## src/rtl/m_mmr_arbiter.sv

```systemverilog
// Round-robin arbiter sharing the MMR register file between the CPU and DMA ports.
// Range-checks each access, strobes the MMR interface for one cycle, returns a registered ack.
module m_mmr_arbiter #(
    parameter int AW        = 12,
    parameter int DW        = 16,
    parameter int MMR_BASE  = 1025,
    parameter int MMR_COUNT = 75,
    parameter int SW        = 7
) (
    input  logic          clk,
    input  logic          rst_n,
    input  logic          cpu_req,
    input  logic          cpu_we,
    input  logic [AW-1:0] cpu_addr,
    input  logic [DW-1:0] cpu_wdata,
    output logic          cpu_ack,
    output logic          cpu_err,
    output logic [DW-1:0] cpu_rdata,
    input  logic          dma_req,
    input  logic          dma_we,
    input  logic [AW-1:0] dma_addr,
    input  logic [DW-1:0] dma_wdata,
    output logic          dma_ack,
    output logic          dma_err,
    output logic [DW-1:0] dma_rdata,
    output logic          mmr_en,
    output logic          mmr_we,
    output logic [SW-1:0] mmr_sel,
    output logic [DW-1:0] mmr_wdata,
    input  logic [DW-1:0] mmr_rdata,
    output logic [7:0]    err_count
);

    typedef enum logic [1:0] {IDLE, ACCESS, RESP} state_t;

    localparam logic [AW:0] BASE_W = (AW+1)'(MMR_BASE);
    localparam logic [AW:0] LAST_W = (AW+1)'(MMR_BASE + MMR_COUNT - 1);

    state_t        state_q, state_d;
    logic          ptr_q, ptr_d;       // 0 = CPU has priority, 1 = DMA
    logic          gnt_q, gnt_d;       // 0 = CPU granted, 1 = DMA granted
    logic          mmr_en_q, mmr_en_d;
    logic          mmr_we_q, mmr_we_d;
    logic [SW-1:0] mmr_sel_q, mmr_sel_d;
    logic [DW-1:0] mmr_wdata_q, mmr_wdata_d;
    logic          cpu_ack_q, cpu_ack_d;
    logic          cpu_err_q, cpu_err_d;
    logic [DW-1:0] cpu_rdata_q, cpu_rdata_d;
    logic          dma_ack_q, dma_ack_d;
    logic          dma_err_q, dma_err_d;
    logic [DW-1:0] dma_rdata_q, dma_rdata_d;
    logic [7:0]    err_count_q, err_count_d;

    logic          pick_dma;
    logic          req_we;
    logic [AW-1:0] req_addr;
    logic [DW-1:0] req_wdata;
    logic          req_in_range;
    logic [SW-1:0] req_sel;

    always_comb begin
        pick_dma     = dma_req && (!cpu_req || ptr_q);
        req_we       = pick_dma ? dma_we    : cpu_we;
        req_addr     = pick_dma ? dma_addr  : cpu_addr;
        req_wdata    = pick_dma ? dma_wdata : cpu_wdata;
        req_in_range = ({1'b0, req_addr} >= BASE_W) && ({1'b0, req_addr} <= LAST_W);
        req_sel      = SW'(req_addr - AW'(MMR_BASE));
    end

    always_comb begin
        state_d     = state_q;
        ptr_d       = ptr_q;
        gnt_d       = gnt_q;
        mmr_en_d    = 1'b0;
        mmr_we_d    = 1'b0;
        mmr_sel_d   = '0;
        mmr_wdata_d = '0;
        cpu_ack_d   = 1'b0;
        cpu_err_d   = 1'b0;
        cpu_rdata_d = '0;
        dma_ack_d   = 1'b0;
        dma_err_d   = 1'b0;
        dma_rdata_d = '0;
        err_count_d = err_count_q;

        unique case (state_q)
            IDLE: begin
                if (cpu_req || dma_req) begin
                    gnt_d = pick_dma;
                    ptr_d = !pick_dma;
                    if (req_in_range) begin
                        // MMR strobe registers double as the latched request for ACCESS
                        state_d     = ACCESS;
                        mmr_en_d    = 1'b1;
                        mmr_we_d    = req_we;
                        mmr_sel_d   = req_sel;
                        mmr_wdata_d = req_wdata;
                    end else begin
                        state_d   = RESP;
                        cpu_ack_d = !pick_dma;
                        cpu_err_d = !pick_dma;
                        dma_ack_d = pick_dma;
                        dma_err_d = pick_dma;
                        if (err_count_q != 8'hFF) begin
                            err_count_d = err_count_q + 8'd1;
                        end
                    end
                end
            end
            ACCESS: begin
                state_d   = RESP;
                cpu_ack_d = !gnt_q;
                dma_ack_d = gnt_q;
                if (!mmr_we_q) begin
                    cpu_rdata_d = gnt_q ? '0 : mmr_rdata;
                    dma_rdata_d = gnt_q ? mmr_rdata : '0;
                end
            end
            RESP: begin
                state_d = IDLE;
            end
            default: begin
                state_d = IDLE;
            end
        endcase
    end

    always_ff @(posedge clk) begin
        if (!rst_n) begin
            state_q     <= IDLE;
            ptr_q       <= 1'b0;
            gnt_q       <= 1'b0;
            mmr_en_q    <= 1'b0;
            mmr_we_q    <= 1'b0;
            mmr_sel_q   <= '0;
            mmr_wdata_q <= '0;
            cpu_ack_q   <= 1'b0;
            cpu_err_q   <= 1'b0;
            cpu_rdata_q <= '0;
            dma_ack_q   <= 1'b0;
            dma_err_q   <= 1'b0;
            dma_rdata_q <= '0;
            err_count_q <= '0;
        end else begin
            state_q     <= state_d;
            ptr_q       <= ptr_d;
            gnt_q       <= gnt_d;
            mmr_en_q    <= mmr_en_d;
            mmr_we_q    <= mmr_we_d;
            mmr_sel_q   <= mmr_sel_d;
            mmr_wdata_q <= mmr_wdata_d;
            cpu_ack_q   <= cpu_ack_d;
            cpu_err_q   <= cpu_err_d;
            cpu_rdata_q <= cpu_rdata_d;
            dma_ack_q   <= dma_ack_d;
            dma_err_q   <= dma_err_d;
            dma_rdata_q <= dma_rdata_d;
            err_count_q <= err_count_d;
        end
    end

    assign mmr_en    = mmr_en_q;
    assign mmr_we    = mmr_we_q;
    assign mmr_sel   = mmr_sel_q;
    assign mmr_wdata = mmr_wdata_q;
    assign cpu_ack   = cpu_ack_q;
    assign cpu_err   = cpu_err_q;
    assign cpu_rdata = cpu_rdata_q;
    assign dma_ack   = dma_ack_q;
    assign dma_err   = dma_err_q;
    assign dma_rdata = dma_rdata_q;
    assign err_count = err_count_q;

endmodule

```

## config.mk

```make
export PLATFORM = sky130hd
export DESIGN_NAME = m_mmr_arbiter
export DESIGN_NICKNAME = d
export VERILOG_FILES = /design/src/rtl/m_mmr_arbiter.sv
export SDC_FILE = /design/constraint.sdc
export NUM_CORES = 1
export LEC_CHECK = 0
export CAP_MARGIN = 25
export CORE_ASPECT_RATIO = 1.25
export CORE_UTILIZATION = 35
export CTS_CLUSTER_SIZE = 30
export DETAILED_ROUTE_END_ITERATION = 12
export HOLD_SLACK_MARGIN = 0.02
export PLACE_DENSITY = 0.74
export SLEW_MARGIN = 10
export SYNTH_ARGS = -nofsm -noshare
export SYNTH_HDL_FRONTEND = slang
export SYNTH_SLANG_ARGS = --single-unit
```

## constraint.sdc

```tcl
create_clock -name clk -period 3.9 [get_ports clk]
set_clock_uncertainty 0.05 [all_clocks]
set_input_delay 0.975 -clock clk [delete_from_list [all_inputs] [get_ports clk]]
set_output_delay 0.975 -clock clk [all_outputs]
set_load 0.1 [all_outputs]
```

# After elaboration in Yosys (flattened, before gate mapping)
# Cells that the tools add are included.
classes:
  bitwise: 4
  n_eq_ne: 3
  mux: 13
  order_cmp: 2
  reduce_logical: 15
  addsub: 2
op_table:
  columns: ["op", "count"]
  rows:
  - ["16-bit two-way mux", 1]
  - ["12-bit by 11-bit greater-or-equal comparator with 1-bit output, second input constant", 1]
  - ["12-bit by 11-bit less-or-equal comparator with 1-bit output, second input constant", 1]
  - ["12-bit two-way mux", 1]
  - ["8-bit by 1-bit adder with 8-bit output, second input constant", 1]
  - ["8-bit != test, second input constant", 1]
  - ["4-bit AND reduction", 2]
  - ["4-bit OR reduction", 2]
  - ["7-bit by 1-bit subtractor with 7-bit output, second input constant", 1]
  - ["1-bit two-way mux", 6]
  - ["2-bit two-way mux", 2]
  - ["1-bit inverter", 4]
  - ["1-bit case mux with 2 select lines", 2]
  - ["2-bit case mux with 2 select lines", 1]
  - ["2-bit AND reduction", 2]
  - ["1-bit zero test", 3]
  - ["3-bit AND reduction", 1]
  - ["2-bit by 1-bit == test with 1-bit output, second input constant", 1]
  - ["1-bit logical AND", 2]
  - ["2-bit zero test", 1]
  - ["1-bit logical OR", 2]
  - ["2-bit != test, second input constant", 1]
word_totals:
  output_inout_bits: 69
  reg_bits: 73
  word_cells: 53
  in_bits: 78

# Longest topological paths before layout
# Gate-level depths: netlist (run 1).
logic_depth:
  word_depth: 9
  depth_mapped: 11
  ltp_nobuf: 9

# Worst setup path before layout (run 1)
# No wires, ideal clock.
synth_timing:
  path_type: "in2reg"
  from: "in cpu_req"
  to: "reg err_count_q[7], in the netlist err_count[7]"
  t_arrival_ps: 3473
  setup_slack_ps: 306
  path_buffers: 2
  path_stages: 10
  setup_time_ps: 70
  required_time_ps: 3780
  cell_sequence: "nor2b_1 > nor2_1 > clkbuf_1 > clkbuf_1 > mux2i_1 > ha_1 > o21ai_1 > o32a_4 > or4_1 > a21boi_1"
synth_via:
  elab_chain_len: 8
  word_cells_on_any_way: 10
  classes_between: "order compare (2); mux (1); bitwise (1); reduce/logical (6)"
synth_rtl:
  columns: ["item", "line", "rtl"]
  rows:
  - ["start: declaration", "12", "input logic cpu_req,"]
  - ["1-bit zero test", "62", "pick_dma = dma_req && (!cpu_req || ptr_q);"]
  - ["1-bit logical OR", "62", null]
  - ["1-bit logical AND", "62", null]
  - ["12-bit two-way mux", "64", "req_addr = pick_dma ? dma_addr : cpu_addr;"]
  - ["12-bit by 11-bit greater-or-equal comparator with 1-bit output or 12-bit by 11-bit less-or-equal comparator with 1-bit output (tied branches)", "66", "req_in_range = ({1'b0, req_addr} >= BASE_W) && ({1'b0, req_addr} <= LAST_W);"]
  - ["1-bit logical AND", "66", null]
  - ["1-bit inverter (no line)", null, null]
  - ["4-bit AND reduction (no line) *", null, null]
  - ["end signal: assignment", "158", "err_count_q <= err_count_d;"]
  - ["end: declaration", "52", "logic [7:0] err_count_q, err_count_d;"]
# Mark *: on every way between the ends. The rest lies on a longest branch, timed or not.
# A chain may end at the register's enable or synchronous reset.

# Worst setup path in the final report (run 1)
# Ends and elaborated chain as after synthesis.

==> summary.md, run 1 <==
| Metric | Value |
|---|---|
| Post-synth EDFFs | `0` |
| CTS H-tree depth | `3` |
| Top-count cell post-synth | `dfxtp_1` |
| CP Capture Type | `flip-flop` |
| HP Class | `reg -> reg` |
| Routed WL | `7090 um` |
| Clk root buf | `clkbuf_8` |
| DRT Pass-1 Iters | `4` |
| Crit-path max cell delay | `510 ps` |
| Number of remaining DRC errors | `0` |
| Status | `completed` |
| CTS buffer count | `9` |
| Clock transition at path regs | `70 ps` |
| Worst VDD drop | `213 uV` |
| Max-cap violations | `0` |
| Final period util | `86.8%` |
| Setup tns final | `0 ps` |
| Vias after detailed routing | `2501` |
| Fillers | `650` |
| Final hold vios | `0` |
| Antenna violations before repair | `0` |
| Chip Width | `80.2 um` |
| Post-Place Cells | `517` |
| Initial Util | `36.2%` |
| Fmax | `0.295 GHz` |
| Fin crit period | `3390 ps` |
| Post-DP HPWL | `5420 um` |
| Cells along the critical path | `clkdlybuf4s50_1 > nor2b_1 > nor2_2 > mux2_2 > inv_1 > ha_1 > o21ai_1 > o32a_4 > or4_1 > a21boi_1` |
| Row count | `35` |
| Non-filler instance count after layout | `532` |
| Post-CTS setup buffers | `0` |
| Min-delay src | `err_count[5]` |
| Global route overflow | `0` |
| Drt wl/cell | `13.3 um` |
| Clock latency at the later pin of the worst-skew pair | `330 ps` |
| Ys async rst share | `0%` |
| Worst reg2reg endpoint | `err_count[7]` |
| Post-Synthesis Cells | `283` |
| Syn Area/Cell | `9.46 um2` |
| Finish-stage setup viols | `0` |
| Crit Path Class | `in -> reg` |
| Clock Path Buffers | `2` |
| Hold Path End | `err_count[5]` |
| CTS tree | `built` |
| Reg area | `1460 um2` |
| Leakage power | `1.77 nW` |
| Cell variety after synth | `38` |
| Final-report max-slew violation count | `0` |
| Largest cells by area after synthesis | `dfxtp_1 (55%), and2_1 (7.5%), nand2_1 (6.9%)` |
| IO Port Bufs | `146` |
| Worst slew margin | `32.1%` |
| Ys Warns | `0` |
| Vias in the first global route | `2362` |
| RSZ-0062 raised after global routing | `no` |
| Post-DRT Antenna Nets | `0` |
| Core footprint | `7400 um2` |
| CP max FO | `15` |
| Pwr per Cell Area | `363 nW/um2` |
| RR Startpoint | `ptr_q` |
| Post-Syn Nets | `364` |
| Largest net degree at the start of global routing | `27` |
| Most used DFF post-synth | `dfxtp_1` |
| Pre-CTS setup slack | `155 ps` |
| Inserted Diodes | `0` |
| Pwr Total | `0.00163 W` |
| Sequential share of the synthesized area | `54.6%` |
| I/O pin total | `147` |
| Final GP Congestion | `0.855` |
| Mapped Area | `2680 um2` |
| Area grow syn2layout | `67.3%` |
| Slew @ Worst Pin | `1020 ps` |
| Die Area | `8010 um2` |
| Leading area contributor after synthesis | `dfxtp_1` |
| Drt initial violations | `60` |
| Post-DR vias/cell | `4.70` |
| Layout cell share with drive strength beyond 1 | `6.59%` |
| #FFs+latches synth | `73` |
| Reg2Reg Setup Slack | `1340 ps` |
| Hold Crit Depth | `2` |
| Global-route usage over all layers | `18.1%` |
| Commonest cells in the netlist | `dfxtp_1 (73), nand2_1 (49), and2_1 (32)` |
| Share of the synthesized area in the top cell type | `54.6%` |
| Slowest-stage cell, CP | `or4_1` |
| Crit path launch type | `input port` |
| Worst Reg2Reg Path Length in Cells | `9` |
| # resized after CTS | `0` |
| Critical Path AT | `3610 ps` |
| Hold_buf cts | `0` |
| WP data required | `4120 ps` |
| First-pass GRT wire length | `11000 um` |
| CTS Sinks | `73` |
| PnR worst setup slack | `515 ps` |
| DIE HEIGHT | `99.8 um` |
| Multi-input gate area | `1170 um2` |
| Final #Nets | `517` |
## sequential cells by signal, indices dropped and copies added (netlist names)
register   flops
cpu_rdata     16
dma_rdata     16
mmr_wdata     16
err_count      8
mmr_sel        7
state_q        2
cpu_ack        1
cpu_err        1
dma_ack        1
dma_err        1
gnt_q          1
mmr_en         1
mmr_we         1
ptr_q          1
## layout by cell type, fill, tap and decap left out, drive strengths merged, types with 3 or more instances in the layout
master	n
clkdlybuf4s50	146
dfxtp	73
nand2	50
and2	32
a21oi	21
nor2	15
mux2i	11
clkbuf	9
nand2b	8
buf	6
nor3	6
nand3	5
or3	5
inv	5
or4	4
a211oi	4
xor2	4
and3	4
nor3b	3
ha	3
a21boi	3
## layout make-up
type,count,area share (%)
repair buffers,152,33.6
flip-flops and latches,73,32.6
multi-input cells,196,26.0
clock buffers,9,2.76
well taps,92,2.57
clock inverters,6,2.07
inverters,4,0.335
## power by group
group          leakage, nW  internal (W)  switching [W]
Sequential           0.590      0.000755     0.00000695
Combinational         1.08      0.000113       0.000120
Clock                0.102      0.000359       0.000271
## critical path, delay by kind of cell
kind / cells / cell delay [ps]
AND/OR/NAND/NOR: 3 / 870
AO/OA/AOI/OAI: 3 / 660
buffers and inverters: 2 / 570
multiplexers: 1 / 330
adder cells (fa/ha/maj): 1 / 190
## logic make-up (layout without fill, tap and decap cells)
group	Yosys count	after routing	synth area share, %
and+or+nand+nor	136	136	25.9
muxes	13	13	4.95
DFF	73	73	54.6
xor gates and xnor gates	5	5	1.64
adders and majority gates	3	3	1.40
buffers and inverters	14	171	1.96
AOI/OAI and AO/OA	39	39	9.53
## per-layer routing
metal	wire length, um	GRT usage [%]
met1	2860	19.7
met2	3670	32.7
met3	479	5.45
met4	84	6.46
met5	0	0
## worst max-delay path by stage
stage,from,to,slack [ps]
detailed placement,cpu_req,err_count[7],160
global route,cpu_req,err_count[7],350
global placement,cpu_req,err_count[7],210
finish,cpu_req,err_count[7],510
floorplan,cpu_req,err_count[7],310
CTS,cpu_req,err_count[7],520
## stage by stage
step,instance area [um2],util (%),hold WS (ps)
floorplan,2680,-,416
global placement,4260,57.6,419
detailed placement,4260,57.6,432
CTS,4480,60.5,440
global route,4480,60.5,472
finish,4480,60.5,442
(Power assumes the default switching activity.)
==> run 2: changes to the inputs <==
--- a/config.mk
+++ b/config.mk
@@ -6,12 +6,14 @@
 export NUM_CORES = 1
 export LEC_CHECK = 0
 export CAP_MARGIN = 25
+export CELL_PAD_IN_SITES_DETAIL_PLACEMENT = 0
+export CELL_PAD_IN_SITES_GLOBAL_PLACEMENT = 2
 export CORE_ASPECT_RATIO = 1.25
-export CORE_UTILIZATION = 35
+export CORE_UTILIZATION = 21
 export CTS_CLUSTER_SIZE = 30
 export DETAILED_ROUTE_END_ITERATION = 12
 export HOLD_SLACK_MARGIN = 0.02
-export PLACE_DENSITY = 0.74
+export PLACE_DENSITY = 0.79
 export SLEW_MARGIN = 10
 export SYNTH_ARGS = -nofsm -noshare
 export SYNTH_HDL_FRONTEND = slang
==> summary.md, run 2 (synthesized netlist as in run 1, its figures left out) <==
| Metric | Value |
|---|---|
| Post-CTS setup buffers | `0` |
| Clk root buf | `clkbuf_16` |
| Slew @ Worst Pin | `1020 ps` |
| Crit path launch type | `input port` |
| Vias after detailed routing | `2464` |
| Slowest-stage cell, CP | `or4_1` |
| Leakage power | `1.79 nW` |
| Setup tns final | `0 ps` |
| HP Class | `reg -> reg` |
| Antenna violations before repair | `0` |
| Critical Path AT | `3680 ps` |
| I/O pin total | `147` |
| CTS tree | `built` |
| Final hold vios | `0` |
| Number of remaining DRC errors | `0` |
| Drt initial violations | `44` |
| Post-DR vias/cell | `4.08` |
| Vias in the first global route | `2497` |
| Cells along the critical path | `clkdlybuf4s50_1 > nor2b_1 > nor2_2 > mux2_2 > inv_1 > ha_1 > o21ai_1 > o32a_4 > or4_1 > a21boi_1` |
| Global route overflow | `0` |
| Die Area | `13200 um2` |
| Hold_buf cts | `0` |
| Post-DP HPWL | `5960 um` |
| Worst slew margin | `31.7%` |
| Worst hold slack | `436 ps` |
| Pre-CTS setup slack | `79.2 ps` |
| Min-delay src | `err_count[5]` |
| Post-DP Area | `4350 um2` |
| Max-cap violations | `0` |
| RSZ-0062 raised after global routing | `no` |
| CTS buffer count | `9` |
| CP max FO | `15` |
| Sw Ratio | `26.0%` |
| # resized after CTS | `0` |
| WP data required | `4110 ps` |
| Layout cell share with drive strength beyond 1 | `7.27%` |
| Pint | `0.00130 W` |
| Global-route usage over all layers | `12.0%` |
| Top Family by Delay on Critical Path | `simple AND/OR/NAND/NOR gates` |
| Final-report max-slew violation count | `0` |
| Initial Util | `21.8%` |
| RR Startpoint | `ptr_q` |
| Worst setup path startpoint | `cpu_req` |
| CTS Sinks | `73` |
| Finish-stage setup viols | `0` |
| Chip Width | `103 um` |
| Area grow syn2layout | `73.1%` |
| Gate power share | `13.4%` |
| DIE HEIGHT | `128 um` |
| PnR worst setup slack | `431 ps` |
| Fillers | `1320` |
| IO Port Bufs | `146` |
| Final GP Congestion | `0.767` |
| CP Capture Type | `flip-flop` |
| Crit Path Class | `in -> reg` |
| Clock power frac | `43.3%` |
| Crit-path max cell delay | `510 ps` |
| Drt wl/cell | `12.9 um` |
| Pwr per Cell Area | `380 nW/um2` |
| Flop pwr share | `43.3%` |
| Status | `completed` |
| Final Core Density | `37.8%` |
| Final #Nets | `516` |
| Most frequent cells in the layout | `clkdlybuf4s50_1 (145), dfxtp_1 (73), nand2_1 (49)` |
| CTS H-tree depth | `3` |
| Clock Path Buffers | `2` |
| Worst Path Buf+Inv | `2` |
| Post-DRT Antenna Nets | `0` |
| Clock latency at the later pin of the worst-skew pair | `330 ps` |
| Core footprint | `12300 um2` |
| DRT Pass-1 Iters | `4` |
| Fmax | `0.288 GHz` |
| Most common cell after layout, fill and taps aside | `clkdlybuf4s50_1` |
| Worst VDD drop | `162 uV` |
| Final instance area | `4640 um2` |
| Fin crit period | `3470 ps` |
| Final period util | `89.0%` |
| Clock transition at path regs | `60 ps` |
| Inserted Diodes | `0` |
| Sw power | `0.000459 W` |
| Largest net degree at the start of global routing | `27` |
| Routed WL | `7800 um` |
| First-pass GRT wire length | `12000 um` |
| Row count | `45` |
run 2: cell count changes in the layout (fill, tap and decap cells not counted):
cell | before | now
clkbuf_16 | 0 | 9
clkbuf_8 | 9 | 0
clkdlybuf4s50_1 | 146 | 145
clkinvlp_4 | 2 | 4
bufinv_16 | 2 | 0
clkinv_4 | 1 | 2
nor3b_2 | 0 | 1
nor3_1 | 5 | 4
nor3b_1 | 3 | 2
nor3_2 | 1 | 2
run 2: stage by stage:
step                      total power [W]  std cells
after detailed placement          0.00102        588
after CTS                         0.00179        604
after global routing              0.00184        604
after global placement            0.00102        588
after floorplan                  0.000897        283
final                             0.00176        604
run 2: worst paths after layout:
path | endpoint | slack [ps] | cells past startpoint
max reg2reg | err_count[7] | 1270 | 9
max | err_count[7] | 430 | 10
min | err_count[5] | 440 | 2
min reg2reg | err_count[5] | 440 | 2
run 2: cell type report:
class / instances / area [um2] / area share [%]
timing repair buffer: 151 / 1500 / 32.3
sequential: 73 / 1460 / 31.5
multi-input combinational: 196 / 1180 / 25.4
clock buffer: 9 / 225 / 4.86
tap: 164 / 205 / 4.43
clock inverter: 7 / 56.3 / 1.21
inverter: 4 / 15.0 / 0.324
run 2: power by group through the flow:
stage | Combinational (W) | Sequential (W) | Clock [W]
floorplan | 0.0000679 | 0.000829 | 0
global placement | 0.000237 | 0.000779 | 0
detailed placement | 0.000238 | 0.000779 | 0
CTS | 0.000240 | 0.000762 | 0.000791
global route | 0.000257 | 0.000763 | 0.000822
finish | 0.000237 | 0.000762 | 0.000763
run 2: layer usage:
layer / vias up / part of all wire (%) / routed length, um / GRT usage [%]
met5: - / 0 / 0 / 0
met4: 0 / 1.6 / 123 / 5.22
met3: 12 / 7.1 / 553 / 3.11
met2: 96 / 51 / 3980 / 21.6
met1: 1107 / 40 / 3140 / 13.0
li1: 1249 / - / - / -
run 2: worst min-delay path: cells and delay by family (launching register included):
kind	cells	cell delay (ps)
DFF	1	330
and+or+nand+nor	1	60
muxes	1	50
